==> config.mk <==
export PLATFORM = sky130hd
export DESIGN_NAME = keypad_pattern_select
export DESIGN_NICKNAME = d
export VERILOG_FILES = /design/src/rtl/keypad_pattern_select.sv
export SDC_FILE = /design/constraint.sdc
export NUM_CORES = 1
export LEC_CHECK = 0
export ABC_CLOCK_PERIOD_IN_PS = 5700
export BUFFER_PORTS_ARGS = -buffer_cell sky130_fd_sc_hd__buf_2
export CAP_MARGIN = 5
export CORE_UTILIZATION = 55
export DETAILED_ROUTE_END_ITERATION = 6
export PLACE_DENSITY_LB_ADDON = 0.25
export SETUP_SLACK_MARGIN = 0.15
export SYNTH_ARGS = -nofsm -noshare
export SYNTH_HDL_FRONTEND = slang
export SYNTH_SLANG_ARGS = --single-unit
export TNS_END_PERCENT = 100
==> constraint.sdc <==
create_clock -name clk -period 5.7 [get_ports clk]
set_input_delay 0.855 -clock clk [delete_from_list [all_inputs] [get_ports clk]]
set_output_delay 0.855 -clock clk [all_outputs]
set_load 0.005 [all_outputs]
==> src/rtl/keypad_pattern_select.sv <==
// 4x4 keypad scanner with debounced pattern select and draw on key 15.
// Optional DRAW_AUTOREPEAT_EN: repeat draw while key 15 stays held.
module keypad_pattern_select #(
  parameter int DEBOUNCE_SCANS = 3,
  parameter int REPEAT_SCANS   = 8
) (
  input  logic       clk,
  input  logic       rst,
  input  logic [3:0] keypadCol,
  output logic [3:0] keypadRow,
  output logic [3:0] pattern_idx,
  output logic       draw
);

  localparam int MAXS = (DEBOUNCE_SCANS > REPEAT_SCANS) ?
                        DEBOUNCE_SCANS : REPEAT_SCANS;
  localparam int CW = $clog2(MAXS + 1);
  localparam logic [CW-1:0] DEB = CW'(DEBOUNCE_SCANS);
  localparam logic [CW-1:0] ONE = CW'(1);

  typedef enum logic [1:0] {
    IDLE,
    CAND,
    HELD,
    REL
  } state_t;

  state_t        r_state, w_state;
  logic [1:0]    r_row;
  logic          r_found;
  logic [3:0]    r_acc;
  logic [CW-1:0] r_cnt, w_cnt, w_cnt_inc;
  logic [3:0]    r_key, w_key;
  logic [3:0]    r_pidx, w_pidx;
  logic          r_draw, w_draw;
  logic          w_fire;
  logic          w_hit;
  logic [1:0]    w_col;
  logic [3:0]    w_code;
  logic          w_eval;
  logic          w_valid;
  logic [3:0]    w_scode;

`ifdef DRAW_AUTOREPEAT_EN
  localparam logic [CW-1:0] REP = CW'(REPEAT_SCANS);
  logic [CW-1:0] r_rep, w_rep, w_rep_inc;

  assign w_rep_inc = (r_rep == '1) ? r_rep : r_rep + ONE;
`endif

  always_comb begin
    w_col = 2'd3;
    if (!keypadCol[0])      w_col = 2'd0;
    else if (!keypadCol[1]) w_col = 2'd1;
    else if (!keypadCol[2]) w_col = 2'd2;
  end

  assign w_hit  = (keypadCol != 4'hF);
  assign w_code = {r_row, w_col};
  assign w_eval = (r_row == 2'd3);

  // Rows scan in ascending order, so the first hit is the lowest code.
  assign w_valid = r_found | w_hit;
  assign w_scode = r_found ? r_acc : w_code;

  assign w_cnt_inc = (r_cnt == '1) ? r_cnt : r_cnt + ONE;

  always_comb begin
    w_state = r_state;
    w_cnt   = r_cnt;
    w_key   = r_key;
    w_pidx  = r_pidx;
    w_draw  = 1'b0;
    w_fire  = 1'b0;
`ifdef DRAW_AUTOREPEAT_EN
    w_rep   = r_rep;
`endif
    if (w_eval) begin
      unique case (r_state)
        IDLE: begin
          if (w_valid) begin
            w_key = w_scode;
            if (DEB <= ONE) begin
              w_state = HELD;
              w_fire  = 1'b1;
              w_cnt   = '0;
            end else begin
              w_state = CAND;
              w_cnt   = ONE;
            end
          end
        end
        CAND: begin
          if (w_valid && (w_scode == r_key)) begin
            w_cnt = w_cnt_inc;
            if (w_cnt_inc >= DEB) begin
              w_state = HELD;
              w_fire  = 1'b1;
              w_cnt   = '0;
            end
          end else begin
            w_state = IDLE;
            w_cnt   = '0;
          end
        end
        HELD: begin
          if (!w_valid) begin
            if (DEB <= ONE) begin
              w_state = IDLE;
              w_cnt   = '0;
            end else begin
              w_state = REL;
              w_cnt   = ONE;
            end
          end
`ifdef DRAW_AUTOREPEAT_EN
          else if (r_key == 4'hF) begin
            if (w_rep_inc >= REP) begin
              w_draw = 1'b1;
              w_rep  = '0;
            end else begin
              w_rep = w_rep_inc;
            end
          end
`endif
        end
        REL: begin
          if (w_valid) begin
            w_state = HELD;
            w_cnt   = '0;
          end else begin
            w_cnt = w_cnt_inc;
            if (w_cnt_inc >= DEB) begin
              w_state = IDLE;
              w_cnt   = '0;
            end
          end
        end
        default: begin
          w_state = IDLE;
          w_cnt   = '0;
        end
      endcase
    end
    if (w_fire) begin
      if (w_key == 4'hF) w_draw = 1'b1;
      else               w_pidx = w_key;
    end
`ifdef DRAW_AUTOREPEAT_EN
    if (w_fire || (w_state != HELD)) w_rep = '0;
`endif
  end

  always_ff @(posedge clk or posedge rst) begin
    if (rst) begin
      r_state <= IDLE;
      r_row   <= 2'd0;
      r_found <= 1'b0;
      r_acc   <= 4'd0;
      r_cnt   <= '0;
      r_key   <= 4'd0;
      r_pidx  <= 4'd0;
      r_draw  <= 1'b0;
`ifdef DRAW_AUTOREPEAT_EN
      r_rep   <= '0;
`endif
    end else begin
      r_state <= w_state;
      r_row   <= r_row + 2'd1;
      if (w_eval) begin
        r_found <= 1'b0;
      end else if (!r_found && w_hit) begin
        r_found <= 1'b1;
        r_acc   <= w_code;
      end
      r_cnt  <= w_cnt;
      r_key  <= w_key;
      r_pidx <= w_pidx;
      r_draw <= w_draw;
`ifdef DRAW_AUTOREPEAT_EN
      r_rep  <= w_rep;
`endif
    end
  end

  assign keypadRow   = ~(4'b0001 << r_row);
  assign pattern_idx = r_pidx;
  assign draw        = r_draw;

endmodule

==> After elaboration in Yosys (flattened, before gate mapping) <==
Cells that the tools add are included.
{ "totals": {"ff_bits": 22, "out_inout_bits": 9, "wordCells": 66} }
{ "classes": {"add_sub_neg": 2, "n_lt_le_gt_ge": 1, "n_eq_ne": 12, "n_shift": 1, "muxes": 29, "bitwise": 4, "n_reduce_logical": 9} }
{ "ops": {"columns": ["op", "n"], "rows": [
  ["4-bit 2-to-1 mux", 10],
  ["2-bit 2-to-1 mux", 8],
  ["4-bit case mux with 4 select lines", 1],
  ["1-bit 2-to-1 mux", 9],
  ["4-bit equality test, second input constant", 2],
  ["2-bit case mux with 4 select lines", 1],
  ["2-bit equality test, second input constant", 3],
  ["3-bit != test, second input constant", 2],
  ["5-bit AND reduction", 1],
  ["4-bit by 1-bit adder with 4-bit output, second input constant", 1],
  ["4-bit equality test", 1],
  ["4-bit by 2-bit greater-or-equal comparator with 1-bit output, second input constant", 1],
  ["2-bit != test, second input constant", 2],
  ["4-bit != test, second input constant", 1],
  ["4-bit NOT", 1],
  ["2-bit AND reduction", 2],
  ["1-bit by 2-bit left shift with 4-bit output, first input constant", 1],
  ["3-bit AND reduction", 1],
  ["2-bit by 1-bit adder with 2-bit output, second input constant", 1],
  ["2-bit by 1-bit equality test with 1-bit output, second input constant", 1],
  ["1-bit logical AND", 2],
  ["2-bit zero test", 1],
  ["1-bit NOT", 2],
  ["2-bit nonzero test", 1],
  ["2 further kinds", 2]
]} }

==> Logic depth before layout (Yosys ltp) <==
{ "depth": {"ltp_word": 10, "depth_mapped": 7, "mapped_depth_nobuf": 7} }

==> Least setup slack after synthesis <==
OpenSTA, ideal clock, no wires.
{ "synth_path": {"path_kind": "input-to-reg", "startpoint": "in keypadCol[3]", "endpoint": "reg r_pidx[0] (netlist: pattern_idx[0])", "setup_time_ps": 126, "arrival_ps": 2220, "t_required_ps": 5574, "path_slack_ps": 3353, "path_stages": 6, "path_buffers": 1, "cell_sequence": "nand4_1 > nor2_2 > or4_1 > buf_4 > mux2_4 > o32a_1"} }
{ "synth_between": {"elab_chain_cells": 8, "word_cells_on_any_way": 12, "classes_between": "eq/ne: 2; mux: 6; bitwise: 2; reduce/logical: 2"} }
{ "synth_lines": {"columns": ["element", "line_no", "source"], "rows": [
  ["start: declaration", "9", "input logic [3:0] keypadCol,"],
  ["4-bit != test *", "58", "assign w_hit = (keypadCol != 4'hF);"],
  ["1-bit OR *", "63", "assign w_valid = r_found | w_hit;"],
  ["4-bit 2-to-1 mux *", "81", "if (w_valid) begin"],
  ["4-bit 2-to-1 mux *", "79", "unique case (r_state)"],
  ["4-bit 2-to-1 mux *", "78", "if (w_eval) begin"],
  ["via w_key[0]", "33", "logic [3:0] r_key, w_key;"],
  ["4-bit equality test", "146", "if (w_key == 4'hF) w_draw = 1'b1;"],
  ["1-bit NOT (no line)", null, null],
  ["2-bit AND reduction (no line)", null, null],
  ["end signal: assignment", "178", "r_pidx <= w_pidx;"],
  ["end: declaration", "34", "logic [3:0] r_pidx, w_pidx;"]
]} }
The timed path passes the listed nets; every way through them passes the cells marked *.
A chain may end at the register's enable or synchronous reset.

==> Final worst setup path <==
{ "layout_path": {"startpoint": "reg r_row[1]", "endpoint": "reg r_pidx[0] (netlist: pattern_idx[0])"} }
{ "layout_between": {"word_cells_on_any_way": 13, "classes_between": "eq/ne: 3; mux: 7; bitwise: 1; reduce/logical: 2"} }
{ "layout_lines": {"columns": ["element", "line_no", "source"], "rows": [
  ["start: declaration", "29", "logic [1:0] r_row;"],
  ["start signal: assignment", "169", "r_row <= r_row + 2'd1;"],
  ["2-bit equality test *", "60", "assign w_eval = (r_row == 2'd3);"],
  ["4-bit 2-to-1 mux *", "78", null],
  ["via w_key[0]", "33", null],
  ["4-bit equality test", "146", null],
  ["1-bit NOT (no line)", null, null],
  ["2-bit AND reduction (no line)", null, null]
]} }
Marked as above.

==> key figures <==
Status
  • Status: finished, final reports clean

Floorplan
  • # IOs: 15
  • Core Region: a little under 0.002 mm²
  • Row cnt: 16
  • Area of the die: between 0.002 and 0.0025 mm²
  • Die Width: around 48 µm
  • Initial core utilization: roughly three fifths
  • DIE HEIGHT: roughly 48 µm

STA
  • Worst Skew: between 0.004 and 0.005 ns
  • Worst-Margin Slew: between 0.8 and 0.9 ns
  • Tmin final: 2.30 ns
  • Min Hold Slack: a little over 0.5 ns
  • FMAX: ~440 MHz
  • Worst slew margin relative to its limit: a little under half
  • Final Max Tran Viols: 0
  • Unrepaired setup endpoints after global routing: false
  • Final setup fails: 0
  • Final period util: between 40% and 50%
  • Final TNS setup: 0 ns
  • Endpoints failing hold: 0

CTS
  • CTS Buf Count: 3
  • Reg clk slew, reported paths: 0.12 ns
  • Root buf cell: clkbuf_4
  • CTS tree: done
  • Resized Gates After CTS: 0
  • Sink Count: 22
  • Post-CTS setup buffer count: 0
  • Cts hold-fix bufs: 0
  • Htree depth: 1
  • Clk buf depth: 2
  • Clock Latency Late Sink: approximately 0.32 ns

Synth
  • YS warnings: 0
  • Cell count after synthesis: 110
  • Ys flop type: dfrtp_1
  • EDFF count, synth: 0
  • Post-synth top cells: dfrtp_1, nand2_1, o21ai_0, a21oi_1, inv_1
  • Top area cells in the synthesized netlist: dfrtp_1, ha_1, o21ai_0
  • Synth unique cells: 33
  • Dominant cell by count in the synthesized netlist: dfrtp_1
  • Ys async rst share: 100%
  • Dominant cell type by area after synthesis: dfrtp_1
  • Mapped Nets: about 120
  • Synth Area per Inst: 10.6 µm²
  • Mapped cell area: 0.00116 mm²
  • Register area share after synthesis: a little under half
  • Area share of the largest cell type after synthesis: around 47%
  • Seq cells post-synth: 22

Global routing
  • Largest net degree at the start of global routing: 23
  • Overall routing resource usage: ~23%
  • Vias in the first global route: 773
  • Grt ovf: 0
  • Initial antenna violation count: 0
  • First-pass GRT wire length: ~3400 µm

Flow run
  • Max cap viols: 0

Detailed routing
  • DR vias/cell: approximately 5.4
  • DR iter-0 viols: 19
  • Detailed-route wire length: 2130 µm
  • Via count: between 800 and 900
  • DRC viols: 0
  • Pre-antenna DRT Iters: 5
  • WL per Instance: 13.9 µm
  • ANT nets after route: 0

Setup path
  • CP required: approximately 6 ns
  • Crit. End Element: register
  • CP Class: register to register
  • Startpoint types: register
  • Arrival @ worst endpoint: ~2.5 ns
  • Slowest cell delay on critical path: approximately 0.64 ns
  • Critical Path Fanout Max: 8
  • Slowest cell on the critical path: or4_1
  • Cell-by-cell trace of the critical path: ha_1 -> inv_2 -> or4_1 -> mux2_4 -> o32a_1

Worst hold path
  • Hold Path Class: register to register

Finish
  • Finished Core Util: between 60% and 70%
  • ANT cells: 0
  • Area grow syn2layout: 10.5%
  • Fillers: approximately 170
  • Layout cell share with drive strength beyond 1: between 20% and 30%
  • Nets: 138
  • Area of the multi-input gates: approximately 560 µm²
  • Sequential cell area: approximately 550 µm²

Placed design
  • I/O Buffers: 14
  • HPWL Detailed: 1590 µm
  • Gp weighted congestion: 0.781

Power
  • Worst vdd rail ir drop: 0.190 mV
  • Power per Cell Area: between 300 and 400 mW/mm²
  • P_leak: roughly 0.58 nW
==> where the power goes <==
part	leakage (nW)	internal [mW]	switching, mW
sequential	0.283	0.187	0.0336
combinational	0.273	0.0574	0.0532
clock	0.0210	0.0391	0.0487
total	0.577	0.284	0.135
==> per-stage QoR <==
step | cell area (µm²) | power (mW) | setup WS, ns | cells
2_1_floorplan | 1160 | 0.300 | 3.35 | 110
3_5_place_dp | 1250 | 0.335 | 3.10 | 149
4_1_cts | 1280 | 0.423 | 3.39 | 153
3_3_place_gp | 1250 | 0.327 | 3.14 | 149
5_1_grt | 1280 | 0.448 | 3.32 | 153
6_report | 1280 | 0.419 | 3.40 | 153
==> logic make-up after synthesis <==
kind of cell    Yosys count  share of synthesized area, %
simple gates             35                          16.3
buf+inv                  10                          4.20
compound gates           26                          14.7
xor+xnor                  6                          4.53
flops                    22                          47.4
fa+ha+maj                 5                          5.39
mux                       6                          7.54
==> path summary, 6_finish.rpt <==
check,startpoint,to,slack [ns],depth (start not counted)
worst min register to register,pattern_idx[0],pattern_idx[0],0.51,1
worst max register to register,r_row[1],pattern_idx[0],3.40,5
worst max-delay path,r_row[1],pattern_idx[0],3.40,5
min in group asynchronous,rst,r_state[1],0.67,2
max in group asynchronous,rst,r_acc[0],4.52,2
worst min-delay path,pattern_idx[0],pattern_idx[0],0.51,1
==> critical path: cells and delay by family (launching register included) <==
| family | cells | cell delay [ns] |
|---|---|---|
| flops | 1 | 0.45 |
| simple gates | 1 | 0.64 |
| mux | 1 | 0.36 |
| fa+ha+maj | 1 | 0.35 |
| buf+inv | 1 | 0.06 |
| compound gates | 1 | 0.32 |
==> area by class of cell <==
class	instances	share of cell area, %
Clock buffer	4	2.83
Inverter	8	2.34
Multi-Input combinational cell	78	43.8
Sequential cell	22	42.9
Tap cell	27	2.63
Timing Repair Buffer	14	5.46
==> per-layer routing <==
metal / wire length, µm / part of all wire (%) / track usage [%] / up-vias
met3: 86 / 4.0 / 7.92 / 4
met4: 44 / 2.1 / 11.7 / 0
met1: 946 / 44 / 26.1 / 395
met5: 0 / 0 / 0 / -
met2: 1050 / 49 / 37.0 / 16
li1: - / - / - / 417
==> layout by cell type, fill, tap and decap left out, types with 2 or more instances in the layout <==
cell type  netlist  layout
dfrtp_1         22      22
nand2_1         14      14
buf_2            0      14
o21ai_0         11      11
a21oi_1          7       7
inv_1            7       7
xnor2_1          6       6
ha_1             5       5
nand3_1          4       4
o32a_1           4       4
nor2_1           3       3
clkbuf_4         0       3
nand4_1          2       2
nand2b_1         2       2
and2_1           2       2
mux2_4           2       2
==> sequential cells by signal, indices dropped and copies added (netlist names) <==
register,count
pattern_idx,4
r_acc,4
r_cnt,4
r_key,4
r_row,2
r_state,2
draw,1
r_found,1
No activity file was read; power rests on OpenSTA's default activity.
